File: src/rtl/carrier_start_sequencer_pkg.sv
// Shared types and width defaults for the carrier start sequencer.
// No logic: enums for the enable polarities and the sequencer state encoding.
// No flow control; pure type definitions.
package carrier_start_sequencer_pkg;

    localparam int STAG_W_DEF = 16;
    localparam int WDOG_W_DEF = 24;

    typedef enum logic {
        PWM_OFF = 1'b0,
        PWM_ON  = 1'b1
    } pwm_onoff_t;

    typedef enum logic {
        CARR_OFF = 1'b0,
        CARR_ON  = 1'b1
    } carr_onoff_t;

    typedef enum logic [2:0] {
        ST_IDLE    = 3'd0,
        ST_LOAD    = 3'd1,
        ST_STAGGER = 3'd2,
        ST_RUN     = 3'd3,
        ST_DRAIN   = 3'd4,
        ST_FAULT   = 3'd5
    } seq_state_t;

endpackage

File: src/rtl/carrier_start_sequencer_seq_watchdog.sv
// Mask-event watchdog: counts cycles without activity, flags when the count hits the limit.
// Latency: expire asserts combinationally in the cycle the registered count equals limit.
// No backpressure; clear wins over expiry so an event landing on the limit cycle rescues it.
module carrier_start_sequencer_seq_watchdog #(
    parameter int W = 24
) (
    input  logic         clk,
    input  logic         reset,
    input  logic         clear,
    input  logic         enable,
    input  logic [W-1:0] limit,
    output logic         expire
);

    logic [W-1:0] cnt;

    // Saturating idle counter, held at zero whenever the watchdog is disabled or kicked.
    always_ff @(posedge clk or negedge reset) begin
        if (!reset) begin
            cnt <= '0;
        end else if (!enable || clear) begin
            cnt <= '0;
        end else if (cnt != '1) begin
            cnt <= cnt + 1'b1;
        end
    end

    // A zero limit disables expiry entirely.
    assign expire = enable && !clear && (limit != '0) && (cnt == limit);

endmodule

File: src/rtl/carrier_start_sequencer.sv
// Start/stop/commit sequencer for a cluster of carrier channels with staggered enables.
// Latency: all outputs registered; state changes and strobes appear one cycle after the cause.
// No backpressure; commits are held pending and acked only on a reference-channel mask event.
module carrier_start_sequencer
    import carrier_start_sequencer_pkg::*;
#(
    parameter int NCARR       = 8,
    parameter int STAG_W      = STAG_W_DEF,
    parameter int WDOG_W      = WDOG_W_DEF,
    parameter int LOAD_CYCLES = 2
) (
    input  logic              clk,
    input  logic              reset,
    input  logic              start_req,
    input  logic              stop_req,
    input  logic              estop,
    input  logic [NCARR-1:0]  carr_enable,
    input  logic [STAG_W-1:0] stagger,
    input  logic [WDOG_W-1:0] wdog_lim,
    input  logic [NCARR-1:0]  maskevent,
    input  logic              cfg_commit_req,
    output logic              cfg_commit_ack,
    output logic              cfg_load,
    output pwm_onoff_t        pwm_onoff,
    output logic [NCARR-1:0]  carrier_onoff,
    output logic [2:0]        seq_state,
    output logic              busy,
    output logic              fault
);

    localparam int IDX_W  = (NCARR > 1) ? $clog2(NCARR) : 1;
    localparam int LOAD_W = $clog2(LOAD_CYCLES + 1);
    localparam logic [IDX_W-1:0]  IDX_LAST  = IDX_W'(NCARR - 1);
    localparam logic [LOAD_W-1:0] LOAD_LAST = LOAD_W'(LOAD_CYCLES - 1);

    seq_state_t         state;
    logic [NCARR-1:0]   en_q;
    logic [IDX_W-1:0]   idx;
    logic [STAG_W-1:0]  stag_cnt;
    logic [LOAD_W-1:0]  load_cnt;
    logic               commit_pending;
    logic               stop_pending;

    logic [IDX_W-1:0]   ref_idx;
    logic               ref_evt;
    logic               commit_fire;
    logic [STAG_W:0]    stag_cnt_inc;
    logic               wait_done;
    logic               chan_on_now;
    logic               walk_step;
    logic               wdog_en;
    logic               wdog_clear;
    logic               wdog_expire;
    logic               fault_trip;

    assign seq_state = state;

    // Reference channel is the lowest enabled channel; its mask event marks commit boundaries.
    always_comb begin
        ref_idx = '0;
        for (int i = NCARR - 1; i >= 0; i--) begin
            if (en_q[i]) begin
                ref_idx = IDX_W'(i);
            end
        end
    end

    assign ref_evt     = maskevent[ref_idx] && (en_q != '0);
    assign commit_fire = commit_pending && ref_evt;

    // Stagger walker decisions: turn the current channel on, then wait, or skip disabled ones.
    always_comb begin
        stag_cnt_inc = {1'b0, stag_cnt} + 1'b1;
        wait_done    = stag_cnt_inc >= {1'b0, stagger};
        chan_on_now  = en_q[idx] && !carrier_onoff[idx];
        if (!en_q[idx]) begin
            walk_step = 1'b1;
        end else if (chan_on_now) begin
            walk_step = (stagger == '0);
        end else begin
            walk_step = wait_done;
        end
    end

    assign wdog_en    = (state == ST_RUN) || (state == ST_DRAIN);
    assign wdog_clear = (maskevent & en_q) != '0;

    carrier_start_sequencer_seq_watchdog #(
        .W (WDOG_W)
    ) u_wdog (
        .clk    (clk),
        .reset  (reset),
        .clear  (wdog_clear),
        .enable (wdog_en),
        .limit  (wdog_lim),
        .expire (wdog_expire)
    );

    // Emergency stop only trips out of an active sequence; in IDLE it merely blocks start.
    assign fault_trip = (estop && (state != ST_IDLE) && (state != ST_FAULT)) || wdog_expire;

    // Main sequencer: state, walker, commit tracking and every registered output.
    always_ff @(posedge clk or negedge reset) begin
        if (!reset) begin
            state          <= ST_IDLE;
            en_q           <= '0;
            idx            <= '0;
            stag_cnt       <= '0;
            load_cnt       <= '0;
            commit_pending <= 1'b0;
            stop_pending   <= 1'b0;
            cfg_commit_ack <= 1'b0;
            cfg_load       <= 1'b0;
            pwm_onoff      <= PWM_OFF;
            carrier_onoff  <= '0;
            busy           <= 1'b0;
            fault          <= 1'b0;
        end else begin
            cfg_commit_ack <= 1'b0;
            if (fault_trip) begin
                state          <= ST_FAULT;
                en_q           <= '0;
                commit_pending <= 1'b0;
                stop_pending   <= 1'b0;
                cfg_load       <= 1'b0;
                pwm_onoff      <= PWM_OFF;
                carrier_onoff  <= '0;
                busy           <= 1'b0;
                fault          <= 1'b1;
            end else begin
                case (state)
                    ST_IDLE: begin
                        cfg_load       <= cfg_commit_req;
                        cfg_commit_ack <= cfg_commit_req;
                        if (start_req && (carr_enable != '0) && !estop) begin
                            state    <= ST_LOAD;
                            en_q     <= carr_enable;
                            load_cnt <= '0;
                            cfg_load <= 1'b1;
                            busy     <= 1'b1;
                        end
                    end

                    ST_LOAD: begin
                        commit_pending <= commit_pending || cfg_commit_req;
                        stop_pending   <= stop_pending || stop_req;
                        if (load_cnt == LOAD_LAST) begin
                            cfg_load  <= 1'b0;
                            pwm_onoff <= PWM_ON;
                            idx       <= '0;
                            stag_cnt  <= '0;
                            state     <= ST_STAGGER;
                        end else begin
                            cfg_load <= 1'b1;
                            load_cnt <= load_cnt + 1'b1;
                        end
                    end

                    ST_STAGGER: begin
                        commit_pending <= commit_pending || cfg_commit_req;
                        stop_pending   <= stop_pending || stop_req;
                        if (chan_on_now) begin
                            carrier_onoff[idx] <= CARR_ON;
                        end
                        if (walk_step) begin
                            stag_cnt <= '0;
                            if (idx == IDX_LAST) begin
                                state <= ST_RUN;
                                busy  <= 1'b0;
                            end else begin
                                idx <= idx + 1'b1;
                            end
                        end else if (chan_on_now) begin
                            stag_cnt <= '0;
                        end else if (stag_cnt != '1) begin
                            stag_cnt <= stag_cnt + 1'b1;
                        end
                    end

                    ST_RUN: begin
                        // A request landing with the event waits for the following event.
                        commit_pending <= cfg_commit_req || (commit_pending && !commit_fire);
                        cfg_commit_ack <= commit_fire;
                        if (stop_req || stop_pending) begin
                            state        <= ST_DRAIN;
                            stop_pending <= 1'b0;
                            busy         <= 1'b1;
                        end
                    end

                    ST_DRAIN: begin
                        if (ref_evt) begin
                            cfg_commit_ack <= commit_pending || cfg_commit_req;
                            commit_pending <= 1'b0;
                            pwm_onoff      <= PWM_OFF;
                            carrier_onoff  <= '0;
                            en_q           <= '0;
                            busy           <= 1'b0;
                            state          <= ST_IDLE;
                        end else begin
                            commit_pending <= commit_pending || cfg_commit_req;
                        end
                    end

                    ST_FAULT: begin
                        if (stop_req && !estop) begin
                            state <= ST_IDLE;
                            fault <= 1'b0;
                        end
                    end

                    default: begin
                        state <= ST_IDLE;
                    end
                endcase
            end
        end
    end

endmodule

File: config.mk
export PLATFORM = sky130hd
export DESIGN_NAME = carrier_start_sequencer
export DESIGN_NICKNAME = d
export VERILOG_FILES = /design/src/rtl/carrier_start_sequencer_pkg.sv /design/src/rtl/carrier_start_sequencer_seq_watchdog.sv /design/src/rtl/carrier_start_sequencer.sv
export SDC_FILE = /design/constraint.sdc
export NUM_CORES = 1
export LEC_CHECK = 0
export CELL_PAD_IN_SITES_DETAIL_PLACEMENT = 1
export CELL_PAD_IN_SITES_GLOBAL_PLACEMENT = 2
export CORE_ASPECT_RATIO = 0.9
export CORE_MARGIN = 2
export CORE_UTILIZATION = 30
export CTS_BUF_LIST = sky130_fd_sc_hd__clkbuf_4 sky130_fd_sc_hd__clkbuf_8 sky130_fd_sc_hd__clkbuf_16
export DETAILED_ROUTE_END_ITERATION = 7
export PLACE_DENSITY = 0.78
export SYNTH_ARGS = -nofsm -noshare
export SYNTH_HDL_FRONTEND = slang
export SYNTH_SLANG_ARGS = --single-unit
export TNS_END_PERCENT = 10
File: constraint.sdc
create_clock -name clk -period 3.35 [get_ports clk]
set_input_delay 0.67 -clock clk [delete_from_list [all_inputs] [get_ports clk]]
set_output_delay 0.67 -clock clk [all_outputs]
set_load 0.02 [all_outputs]
==> flow_summary.yaml <==
place:
  dp_hpwl_um: 11100
  preCtsSetupSlack_ps: -61.4
  placed_area_sq_mm: 0.00612
  place_congestion: 0.835
  io_buffers: 77
die:
  die_area_sq_mm: 0.0178
  start_util_pct: 30.9
  core_sq_mm: 0.0162
  num_rows: 44
  ioPinCount: 78
  die_h_um: 127
  die_x_um: 140
logic_synthesis:
  synth_edf_count: 0
  ys.flop_type: "dfrtp_1"
  ys_ff_latch: 71
  syn_nets: 640
  synth_top_area_cell: "dfrtp_1"
  ys_seq_area_share_pct: 35.4
  synthCells: 557
  async_flop_share_pct: 100
  synth.distinct_cells: 76
  synth_top_area_share_pct: 35.4
  avgSynthCellArea_sq_um: 9.00
  ys_warn_count: 0
  netlist_area_sq_mm: 0.00501
  synthTopCellsByArea: "dfrtp_1 (35%), xor2_1 (6.1%), ha_1 (5.2%)"
drt:
  wire_per_inst_um: 17.2
  drt_iter0_drc: 178
  totalWireLength_um: 14900
  avgViaCountPerCell: 5.18
  final_antenna_net_count: 0
  dr.pass1.iters: 4
  drcViolationCount: 0
  num_vias: 4495
clocking:
  cts_tree: "built"
  cts-buffers-inserted: 9
  cts_root_buffer: "clkbuf_16"
  clockBufferDepth: 2
  hold_buffers: 0
  insertion_delay_ps: 340
  path_clk_slew_ps: 60
  clock-sinks: 71
  h-tree-depth: 3
finish:
  layout_commonest_cell: "clkdlybuf4s50_1"
  finalNetCount: 738
  num-fill-cells: 1889
  regArea_sq_mm: 0.00178
  antennaDiodeCount: 0
  syn_to_final_growth_pct: 31.1
  multi_input_area_sq_mm: 0.00307
  drive_gt1_share_pct: 14.7
  fin_area_sq_mm: 0.00657
  final_cell_mix: "clkdlybuf4s50_1 (76), dfrtp_1 (70), nor2_1 (57), nand2_1 (54), inv_1 (39)"
sta:
  worst_pin_slew_ps: 756
  slew_headroom_pct: 49.0
  min_period_over_period_pct: 98.5
  skew_ps: 5.57
  finalHoldViolCount: 0
  grt_setup_unrepaired: "yes"
  layout_setup_ws_ps: 48.7
  slew_violations: 0
  setup-violations-final: 0
  fmax_mhz: 303
  period_minus_slack_ps: 3300
setup_path:
  critPathTopFamily: "simple AND/OR/NAND/NOR gates"
  worst_setup_path_start_kind: "flop"
  cp_max_fo: 4
  cp_slowest_cell: "dfrtp_1"
  cp_common_cell: "nand3_2"
  critPathArrivalTime_ps: 3520
  path_buf_inv: 1
  worstPathCellList: "and3_1 > nand3_2 > or2_4 > nor2_4 > nand3_2 > xnor2_1 > ha_1 > nand3_2 > nor4_2 > nand2_1 > nand3_2 > nor4b_4 > buf_4 > a2111o_1 > mux2_2"
  critPathMaxStageDelay_ps: 380
  cp.required_ps: 3570
  path_class: "flop to flop"
  worstSetupEndpointType: "flop"
outcome:
  status: "complete, no violations"
global_route:
  antenna_found_initial: 0
  grt_pass1_vias: 4776
  grt_use_total_pct: 17.1
  grt_pass1_wl_um: 24500
  grt_max_degree: 72
  grt_overflow: 0
power_and_ir_drop:
  p_leak_uw: 0.00286
  powerDensity_mw_per_mm2: 582
  ir_drop_uv: 268
hold_path:
  hold_class: "input pin to async pin"
run:
  cap_viol_max_count: 0
==> cells in the mapped netlist (13+ instances only) <==
master	n
dfrtp_1	71
nor2_1	58
nand2_1	55
inv_1	39
xor2_1	35
a21oi_1	22
nand3_1	22
nor4_1	22
xnor2_1	22
ha_1	21
a22o_1	16
o21ai_0	16
mux2i_1	14
nand4_1	13
==> final timing paths <==
check,depth (start not counted),to,startpoint,slack (ps)
hold reg to reg,1,pwm_onoff,pwm_onoff,490
setup / recovery,15,idx[0],stag_cnt[1],50
hold / removal,2,cfg_load,reset,340
min in group clk,1,pwm_onoff,pwm_onoff,490
max in group asynchronous,2,stag_cnt[8],reset,2650
setup reg to reg,15,idx[0],stag_cnt[1],50
==> logic make-up after synthesis <==
kind of cell	Yosys count	share of synthesized area (%)
AND/OR/NAND/NOR	226	23.7
flip-flops	71	35.4
buffers and inverters	61	5.52
adder cells (fa/ha/maj)	21	5.24
multiplexers	17	3.47
AO/OA/AOI/OAI	104	16.7
XOR/XNOR	57	9.96
==> repair_timing <==
action,in CTS,in global routing
buffers inserted,0,7
pin swaps,2,9
cloned,0,0
setup endpoints to repair,15,21
resized for setup,2,21
==> state kept, by name (all words and copies together) (netlist names), 2 cells and up <==
name           count
carrier_onoff      8
load_cnt           2
u_wdog.cnt        24
en_q               8
idx                3
stag_cnt          16
seq_state          3
==> worst reg2reg max path, cell delays in order, from the launching register on <==
cell and delay, ps:
dfrtp_1 380, and3_1 190, nand3_2 90, or2_4 270, nor2_4 140, nand3_2 100, xnor2_1 160, ha_1 320
nand3_2 110, nor4_2 330, nand2_1 110, nand3_2 100, nor4b_4 60, buf_4 180, a2111o_1 370, mux2_2 280
==> metal layers <==
layer  up-vias  wire, um  GRT usage [%]
met4         0       270           4.93
met5         -         0              0
met2        72      7180           29.0
met3        16       545           3.66
met1      2223      6920           22.0
li1       2184         -              -
==> cell type report <==
cell class | count | area share [%]
sequential | 71 | 27.1
clock buffer | 10 | 3.54
timing repair buffer | 108 | 15.6
inverter | 40 | 2.28
clock inverter | 6 | 0.933
tap | 207 | 3.94
multi-input combinational | 425 | 46.7
==> metrics by stage <==
step / setup TNS (ps) / cells / utilization [%] / total power (uW) / hold slack (ps)
detailed placement: -245 / 844 / 37.7 / 2850 / 486
CTS: 0 / 860 / 39.5 / 3850 / 370
global placement: 0 / 844 / 37.7 / 2800 / 477
floorplan: 0 / 557 / - / 2340 / 374
finish: 0 / 867 / 40.5 / 3830 / 336
global route: -2610 / 867 / 40.5 / 4070 / 390
==> power breakdown <==
part	switching (uW)	internal, uW	leakage (uW)
combinational	925	707	0.00175
clock	387	582	0.000146
sequential	242	982	0.000962
total	1550	2270	0.00286
No activity file was read; power rests on OpenSTA's default activity.
